<file path="config.mk">
export PLATFORM = sky130hd
export DESIGN_NAME = dm_stage
export DESIGN_NICKNAME = d
export VERILOG_FILES = /design/src/rtl/dm_stage.sv
export SDC_FILE = /design/constraint.sdc
export NUM_CORES = 1
export LEC_CHECK = 0
export CORE_UTILIZATION = 42
export CTS_CLUSTER_SIZE = 24
export DETAILED_ROUTE_END_ITERATION = 7
export PLACE_DENSITY = 0.77
export SLEW_MARGIN = 40
export SYNTH_ARGS = -nofsm -noshare
export SYNTH_HDL_FRONTEND = slang
export SYNTH_SLANG_ARGS = --single-unit
export TNS_END_PERCENT = 100
</file>
<file path="constraint.sdc">
create_clock -name clk -period 1.91 [get_ports clk]
set_input_delay 0.382 -clock clk [delete_from_list [all_inputs] [get_ports clk]]
set_output_delay 0.382 -clock clk [all_outputs]
set_load 0.1 [all_outputs]
</file>
<file path="src/rtl/dm_stage.sv">
`default_nettype none
// ============================================================================
// Module      : dm_stage
// Description : Data-memory pipeline stage between execute and writeback.
//               Issues loads/stores over a req/ack handshake to a variable
//               latency data memory, stalls upstream while an access is in
//               flight, aborts after TIMEOUT cycles without ack, and presents
//               a registered writeback bundle.
// Options     : `define DM_ALIGN_CHECK_EN adds a sticky align_err output and
//               rejects memory ops whose byte address is not word aligned.
// Revision    : 1.0 - initial release
// ============================================================================
module dm_stage #(
  parameter int ADDR_W  = 10,
  parameter int TIMEOUT = 16
) (
  input  logic              clk,
  input  logic              reset,
  input  logic [31:0]       alu_result_in,
  input  logic [31:0]       store_data_in,
  input  logic [4:0]        rd_in,
  input  logic              mem_read_in,
  input  logic              mem_write_in,
  input  logic              reg_write_in,
  input  logic              mem_to_reg_in,
  input  logic              flush,
  output logic              stall_flag,
  output logic              dmem_req,
  output logic              dmem_we,
  output logic [ADDR_W-1:0] dmem_addr,
  output logic [31:0]       dmem_wdata,
  input  logic [31:0]       dmem_rdata,
  input  logic              dmem_ack,
  output logic [4:0]        rd_out_dm_wb,
  output logic              reg_write_out_dm_wb,
  output logic              mem_to_reg_out,
  output logic [31:0]       alu_result_out,
  output logic [31:0]       mem_data_out,
`ifdef DM_ALIGN_CHECK_EN
  output logic              timeout_err,
  output logic              align_err
`else
  output logic              timeout_err
`endif
);

  typedef enum logic [0:0] {
    IDLE   = 1'b0,
    ACCESS = 1'b1
  } state_e;

  // Last counter value before an unacknowledged access is abandoned.
  localparam logic [15:0] CNT_LAST = 16'(TIMEOUT - 1);

  state_e              state_q, state_d;
  logic [15:0]         cnt_q, cnt_d;

  logic                dmem_req_q, dmem_req_d;
  logic                dmem_we_q, dmem_we_d;
  logic [ADDR_W-1:0]   dmem_addr_q, dmem_addr_d;
  logic [31:0]         dmem_wdata_q, dmem_wdata_d;

  logic [4:0]          rd_out_q, rd_out_d;
  logic                reg_write_out_q, reg_write_out_d;
  logic                mem_to_reg_out_q, mem_to_reg_out_d;
  logic [31:0]         alu_result_out_q, alu_result_out_d;
  logic [31:0]         mem_data_q, mem_data_d;
  logic                timeout_err_q, timeout_err_d;

  // Writeback fields of the instruction parked while its access is in flight
  logic [4:0]          lat_rd_q, lat_rd_d;
  logic                lat_rw_q, lat_rw_d;
  logic                lat_m2r_q, lat_m2r_d;
  logic [31:0]         lat_alu_q, lat_alu_d;

`ifdef DM_ALIGN_CHECK_EN
  logic                align_err_q, align_err_d;
`endif

  logic                is_mem_op;
  logic                misaligned;

  assign is_mem_op = mem_read_in | mem_write_in;

`ifdef DM_ALIGN_CHECK_EN
  assign misaligned = |alu_result_in[1:0];
`else
  // Low byte-address bits are simply dropped when alignment is not checked.
  assign misaligned = 1'b0;
`endif

  // Next-state and next-output logic for the IDLE/ACCESS controller
  always_comb begin
    state_d          = state_q;
    cnt_d            = cnt_q;
    dmem_req_d       = dmem_req_q;
    dmem_we_d        = dmem_we_q;
    dmem_addr_d      = dmem_addr_q;
    dmem_wdata_d     = dmem_wdata_q;
    rd_out_d         = rd_out_q;
    reg_write_out_d  = reg_write_out_q;
    mem_to_reg_out_d = mem_to_reg_out_q;
    alu_result_out_d = alu_result_out_q;
    mem_data_d       = mem_data_q;
    timeout_err_d    = timeout_err_q;
    lat_rd_d         = lat_rd_q;
    lat_rw_d         = lat_rw_q;
    lat_m2r_d        = lat_m2r_q;
    lat_alu_d        = lat_alu_q;
`ifdef DM_ALIGN_CHECK_EN
    align_err_d      = align_err_q;
`endif

    case (state_q)
      IDLE: begin
        if (flush) begin
          // Squashed instruction becomes a bubble
          reg_write_out_d  = 1'b0;
          mem_to_reg_out_d = 1'b0;
        end else if (!is_mem_op) begin
          rd_out_d         = rd_in;
          reg_write_out_d  = reg_write_in;
          alu_result_out_d = alu_result_in;
          mem_to_reg_out_d = 1'b0;
        end else if (misaligned) begin
          reg_write_out_d  = 1'b0;
          mem_to_reg_out_d = 1'b0;
`ifdef DM_ALIGN_CHECK_EN
          align_err_d      = 1'b1;
`endif
        end else begin
          // Launch the access; a read+write combination is treated as a store
          dmem_req_d       = 1'b1;
          dmem_we_d        = mem_write_in;
          dmem_addr_d      = alu_result_in[ADDR_W+1:2];
          dmem_wdata_d     = store_data_in;
          lat_rd_d         = rd_in;
          lat_rw_d         = reg_write_in;
          lat_m2r_d        = mem_to_reg_in & ~mem_write_in;
          lat_alu_d        = alu_result_in;
          reg_write_out_d  = 1'b0;
          mem_to_reg_out_d = 1'b0;
          cnt_d            = '0;
          state_d          = ACCESS;
        end
      end

      ACCESS: begin
        if (dmem_ack) begin
          dmem_req_d       = 1'b0;
          state_d          = IDLE;
          rd_out_d         = lat_rd_q;
          reg_write_out_d  = lat_rw_q;
          mem_to_reg_out_d = lat_m2r_q;
          alu_result_out_d = lat_alu_q;
          if (!dmem_we_q) begin
            mem_data_d = dmem_rdata;
          end
        end else if (cnt_q == CNT_LAST) begin
          // Memory never answered: drop the request and flag it
          dmem_req_d       = 1'b0;
          state_d          = IDLE;
          reg_write_out_d  = 1'b0;
          mem_to_reg_out_d = 1'b0;
          timeout_err_d    = 1'b1;
        end else begin
          cnt_d            = cnt_q + 16'd1;
          reg_write_out_d  = 1'b0;
          mem_to_reg_out_d = 1'b0;
        end
      end

      default: begin
        state_d    = IDLE;
        dmem_req_d = 1'b0;
      end
    endcase
  end

  // State and output registers, cleared asynchronously by reset
  always_ff @(posedge clk or negedge reset) begin
    if (!reset) begin
      state_q          <= IDLE;
      cnt_q            <= '0;
      dmem_req_q       <= 1'b0;
      dmem_we_q        <= 1'b0;
      dmem_addr_q      <= '0;
      dmem_wdata_q     <= '0;
      rd_out_q         <= '0;
      reg_write_out_q  <= 1'b0;
      mem_to_reg_out_q <= 1'b0;
      alu_result_out_q <= '0;
      mem_data_q       <= '0;
      timeout_err_q    <= 1'b0;
      lat_rd_q         <= '0;
      lat_rw_q         <= 1'b0;
      lat_m2r_q        <= 1'b0;
      lat_alu_q        <= '0;
`ifdef DM_ALIGN_CHECK_EN
      align_err_q      <= 1'b0;
`endif
    end else begin
      state_q          <= state_d;
      cnt_q            <= cnt_d;
      dmem_req_q       <= dmem_req_d;
      dmem_we_q        <= dmem_we_d;
      dmem_addr_q      <= dmem_addr_d;
      dmem_wdata_q     <= dmem_wdata_d;
      rd_out_q         <= rd_out_d;
      reg_write_out_q  <= reg_write_out_d;
      mem_to_reg_out_q <= mem_to_reg_out_d;
      alu_result_out_q <= alu_result_out_d;
      mem_data_q       <= mem_data_d;
      timeout_err_q    <= timeout_err_d;
      lat_rd_q         <= lat_rd_d;
      lat_rw_q         <= lat_rw_d;
      lat_m2r_q        <= lat_m2r_d;
      lat_alu_q        <= lat_alu_d;
`ifdef DM_ALIGN_CHECK_EN
      align_err_q      <= align_err_d;
`endif
    end
  end

  assign stall_flag          = (state_q == ACCESS);
  assign dmem_req            = dmem_req_q;
  assign dmem_we             = dmem_we_q;
  assign dmem_addr           = dmem_addr_q;
  assign dmem_wdata          = dmem_wdata_q;
  assign rd_out_dm_wb        = rd_out_q;
  assign reg_write_out_dm_wb = reg_write_out_q;
  assign mem_to_reg_out      = mem_to_reg_out_q;
  assign alu_result_out      = alu_result_out_q;
  assign mem_data_out        = mem_data_q;
  assign timeout_err         = timeout_err_q;
`ifdef DM_ALIGN_CHECK_EN
  assign align_err           = align_err_q;
`endif

endmodule
`default_nettype wire

</file>
==> results of run 1 <==
[power breakdown]
group / total, mW / switching [mW] / internal, mW
Combinational: 9.00 / 6.97 / 2.03
Clock: 3.34 / 1.33 / 2.01
Sequential: 4.93 / 0.559 / 4.37
Total: 17.3 / 8.86 / 8.41
[kinds of logic after synthesis]
kind of cell | synth area share (%)
and+or+nand+nor | 19.2
DFF | 59.6
AOI/OAI and AO/OA | 6.49
muxes | 10.9
buffers and inverters | 3.68
adders and majority gates | 0.184
[per-layer routing]
layer  share of wire (%)  global-route usage [%]
met1                  42                    24.6
met2                  48                    34.2
met5               0.048                       0
met3                 8.2                    6.44
met4                 1.8                    7.61
[path summary, 6_finish.rpt]
check                      cells past startpoint          endpoint
setup / recovery                               4         cnt_q[15]
hold / removal                                 2  mem_data_out[20]
setup reg to reg                               4         cnt_q[15]
hold reg to reg                                2         lat_m2r_q
max in group asynchronous                      3  mem_data_out[29]
min in group clk                               2         lat_m2r_q
[what timing repair did]
| item | 4_1_cts | 5_1_grt |
|---|---|---|
| endpoints found under the setup margin | 0 | 12 |
| hold buffers | 1 | 0 |
| endpoints found under the hold margin | 37 | 0 |
| gates resized for setup | 0 | 6 |
[cell usage in the layout, fill, tap and decap left out, types with 2 or more instances in the layout]
cell type / synthesis / layout
a211o_1: 4 / 4
a21oi_1: 5 / 5
a2bb2oi_1: 2 / 2
a31oi_1: 5 / 5
a41oi_1: 3 / 3
and3_1: 6 / 6
and3_4: 1 / 2
buf_12: 0 / 19
buf_4: 11 / 137
bufinv_16: 0 / 2
clkbuf_16: 0 / 17
clkbuf_8: 0 / 3
clkdlybuf4s50_1: 0 / 107
clkinvlp_4: 0 / 3
dfrtp_1: 162 / 158
dfrtp_2: 0 / 3
inv_1: 2 / 2
mux2_2: 32 / 32
mux2i_1: 38 / 37
nand2_1: 262 / 262
nand2b_1: 2 / 2
nand3_1: 7 / 7
nand3b_1: 2 / 2
nand4_1: 3 / 3
nand4_2: 2 / 2
nor2_1: 4 / 4
nor3_1: 5 / 5
nor4_4: 1 / 3
o21ai_0: 43 / 42
or3_1: 2 / 2
or4_1: 3 / 3
[cell type report]
| type | instances | area share, % |
|---|---|---|
| inverters | 3 | 0.113 |
| flip-flops and latches | 162 | 40.7 |
| well taps | 216 | 2.71 |
| clock buffers | 21 | 4.72 |
| clock inverters | 8 | 1.05 |
| repair buffers | 265 | 25.1 |
| multi-input cells | 451 | 25.6 |
[metrics by stage]
stage	util (%)	setup WS, ns	setup TNS [ns]	std cells
finish	63.0	0.0674	0	1126
floorplan	-	-0.00761	-0.152	664
CTS	62.8	0.0462	0	1126
global placement	59.1	-0.104	-0.113	1096
global route	63.0	-0.00284	-0.00284	1126
detailed placement	59.1	-0.0734	-0.0788	1096
[sequential cells by signal, indices dropped and copies added, names as in the netlist]
register	cells
alu_result_out	32
cnt_q	16
dmem_addr	9
dmem_req	1
dmem_wdata	32
dmem_we	1
lat_alu_q	23
lat_m2r_q	1
lat_rd_q	5
lat_rw_q	1
mem_data_out	32
mem_to_reg_out	1
rd_out_dm_wb	5
reg_write_out_dm_wb	1
stall_flag	1
timeout_err	1
==> impl_metrics.csv, run 1 <==
group,metric,value,unit
status,outcome,"finished, final reports clean",
sta,fin_skew,0.00710,ns
sta,period_share,96.5,%
logic_synthesis,synth_edf_count,0,
logic_synthesis,async_flop_share,100,%
critical_path,slowest_stage,"or4_1",
floorplan,die-area,16700,µm²
detailed_routing,postRouteAntennaNets,0,
placement,dpl.hpwl,11700,µm
power,ir_worst_vdd,1.04,mV
logic_synthesis,ys.flop_type,"dfrtp_1",
layout,multiInputGateArea,2550,µm²
logic_synthesis,syn-num-nets,774,
critical_path,crit_family,"simple AND/OR/NAND/NOR gates",
logic_synthesis,ys_ff_latch,162,
layout,syn_to_final_growth,46.5,%
layout,fillers,1284,
sta,rsz0062_at_grt,"yes",
clock_network,path_clk_slew,0.06,ns
critical_path,worstPathRequired,2.21,ns
layout,nets,1010,
clock_network,cts.path.max_buffers,2,
placement,placed_cell_area,9360,µm²
sta,max_freq,0.543,GHz
logic_synthesis,synthTopCellsByCount,"nand2_1, dfrtp_1, o21ai_0, mux2i_1, mux2_2",
detailed_routing,drcViolationCount,0,
logic_synthesis,yosysTopAreaCell,"dfrtp_1",
global_routing,antenna_found_initial,1,
sta,hold_viol,0,
critical_path,crit_chain,"nand4_2, or4_1, and3_1, a211o_1",
layout,drive_gt1_share,26.0,%
clock_network,cts_tree,"built",
layout,seqCellArea,4060,µm²
power,power_density,1730,nW/µm²
power,leakage,4.89,nW
logic_synthesis,synth.distinct_cells,47,
critical_path,startpoint,"cnt_q[7]",
sta,setup_viol,0,
floorplan,dieHeight,129,µm
critical_path,path_max_fanout,7,
placement,place.gp.congestion,0.840,
min_path,min_path_type,"input port to async pin",
floorplan,die_w,129,µm
sta,finalHoldWorstSlack,0.455,ns
global_routing,grt_pass1_wl,26300,µm
sta,min_period,1.84,ns
clock_network,cts_buffers,17,
clock_network,cts_root_buf,"clkbuf_16",
floorplan,pin_count,226,
critical_path,end_kind,"flip-flop",
placement,portBuffers,225,
clock_network,cts_max_level,4,
critical_path,reg2reg_slack,0.07,ns
global_routing,grt_remaining_overflow,0,
clock_network,cts.sinks,162,
logic_synthesis,yosysSeqAreaShare,59.6,%
sta,max_slew_margin,74.0,%
critical_path,start_kind,"flip-flop",
floorplan,core_area,15800,µm²
critical_path,crit_type,"flip-flop to flip-flop",
logic_synthesis,synth.most_common_cell,"nand2_1",
logic_synthesis,syn-instance-count,664,
detailed_routing,dr.pass1.iters,4,
logic_synthesis,yosys-top-cells-area,"dfrtp_1, nand2_1, mux2i_1, mux2_2, o21ai_0",
sta,worst_pin_slew,0.390,ns
floorplan,start_util,43.0,%
power,power,17.3,mW
sta,slew_viol_final,0,
detailed_routing,drtIter0Drc,262,
layout,n_antenna_cell,0,
detailed_routing,vias_per_cell,4.88,
floorplan,row_count,46,
detailed_routing,wirelength,16600,µm
critical_path,r2r-start,"cnt_q[7]",
detailed_routing,wl_per_cell,14.8,µm
detailed_routing,vias,5491,
critical_path,path_buf_inv,0,
critical_path,cp_slowest_stage_delay,0.60,ns
logic_synthesis,ys_warn_count,0,
global_routing,grtUsageTotal,20.4,%
clock_network,cts_setup_buffers,0,
logic_synthesis,synth.avg_cell_area,10.3,µm²
clock_network,worstSkewPairLatency,0.42,ns
logic_synthesis,syn_area,6810,µm²
global_routing,grt_max_degree,75,
critical_path,cp.arrival,2.15,ns
logic_synthesis,synth_top_area_share,59.6,%
layout,final_cell_area,9970,µm²
global_routing,grt_pass1_vias,5345,
run,max_cap_violations,0,
Power figures use the tool's default switching activity.
==> inputs of run 2 (changes only) <==
CTS_CLUSTER_DIAMETER = 80   (was not set)
==> results of run 2 <==
Final layout, timing and power as in run 1 (identical DEF).
==> variant: new RTL, config.mk and constraints of run 1 <==
Set the parameter `ADDR_W` to 9 (it was 10).
--- a/src/rtl/dm_stage.sv
+++ b/src/rtl/dm_stage.sv
@@ -11,7 +11,7 @@
 // Revision    : 1.0 - initial release
 // ============================================================================
 module dm_stage #(
-  parameter int ADDR_W  = 10,
+  parameter int ADDR_W  = 9,
   parameter int TIMEOUT = 16
 ) (
   input  logic              clk,
Ports: changed (resized dmem_addr); port bits go from 226 to 225. No check against the original RTL was run, so the function may have changed too.
==> variant against run 1 <==
  * First-iteration DRC count decreased by 6.9%
  * Area after synthesis decreased by 0.11%
  * Routed wire length decreased by 0.57%
  * Largest cell class unchanged
  * Setup slack got worse by 0.0082 ns
  * Power increased by 0.27%
  * Sequential cell count unchanged
  * Maximum frequency decreased by 0.44%
  * Combinational power decreased by 0.8%
  * Cell area increased by 0.83%
  * Global-route usage about the same
==> variant: results (changes against run 1) <==
[timing]
worstMarginPinSlew_ns = 0.598  ; was 0.390 ns
fin_skew_ns = 0.00633  ; was 0.00710 ns

[routing]
wl_met1_um = 7010  ; was 6930 um
wl_met3_um = 1370  ; was 1360 um
first_pass_iters = 6  ; was 4
first_iter_violations = 244  ; was 262
wl_met2_um = 7900  ; was 8020 um
post_drt_wl_per_cell_um = 14.6  ; was 14.8 um
detail_route.wirelength_um = 16500  ; was 16600 um
vias = 5521  ; was 5491

[synthesis]
synth.area.top_cells = dfrtp_1 (60%), nand2_1 (14%), mux2i_1 (5.6%)  ; unchanged
netlist_instances = 663  ; was 664
synth_compound_area_frac = 0.0650  ; was 0.0649
muxShareOfSynthArea = 0.109  ; about the same
synth_area_um2 = 6800  ; was 6810 um^2
yosysSeqAreaShare = 0.596  ; about the same

[placed_design]
io_buffers = 224  ; was 225
place_area_um2 = 9400  ; was 9360 um^2
dp_cells = 1103  ; was 1096
place_congestion = 0.874  ; was 0.840

[global_route]
grt_pass1_vias = 5329  ; was 5345
grt.total_usage = 0.204  ; about the same
grt_pass1_wl_um = 26400  ; was 26300 um

[cts]
cts-htree-levels = 4  ; unchanged
holdBufCountCts = 1  ; unchanged

[run_status]
status = finished, final reports clean  ; unchanged

[layout]
diodes = 0  ; unchanged
seq_share = 0.404  ; was 0.407
fill_cells = 1289  ; was 1284
multi_input_area_um2 = 2560  ; was 2550 um^2
drive_gt1_frac = 0.265  ; was 0.260
final.clkbuf_count = 24  ; was 21
buffer_area_frac = 0.253  ; was 0.251
clock_area_frac = 0.0605  ; was 0.0577
nNonClkBuffers = 272  ; was 265
seq_cells = 162  ; unchanged

[setup_path]
r2r_start = cnt_q[8]  ; was cnt_q[7]
slowest_delay_ns = 0.47  ; was 0.60 ns
crit_buf_inv = 2  ; was 0
critical_path_peak_fanout = 11  ; was 7
cp-endpoint = cnt_q[10]  ; was cnt_q[15]
r2r_cells = 6  ; was 4
cp_top_family = flip-flops  ; was simple AND/OR/NAND/NOR gates

[power]
leakage_nw = 4.94  ; was 4.89 nW

[variant: cell count changes after synthesis]
cell and change:
buf_4 -1
[variant: per-layer routing]
metal / track usage / up-vias
met3: 0.0677 / 27
met5: 0 / -
met1: 0.253 / 2593
li1: - / 2696
met4: 0.0734 / 2
met2: 0.334 / 203
[variant: through the flow]
step / setup WS, ns / hold WS [ns] / TNS [ns]
final: 0.0592 / 0.462 / 0
after global routing: -0.0238 / 0.476 / -0.0348
after CTS: 0.0327 / 0.467 / 0
after detailed placement: -0.118 / 0.351 / -1.35
after global placement: -0.114 / 0.351 / -1.27
after floorplan: -0.00761 / 0.0864 / -0.152
[variant: cell families after synthesis]
group                      Yosys count
AOI/OAI and AO/OA                   72
adders and majority gates            1
buffers and inverters               50
DFF                                162
muxes                               70
and+or+nand+nor                    308
[variant: power by group]
group / internal [mW] / switching, mW / leakage, nW
combinational: 2.00 / 6.93 / 2.64
sequential: 4.37 / 0.552 / 2.01
clock: 2.16 / 1.30 / 0.287
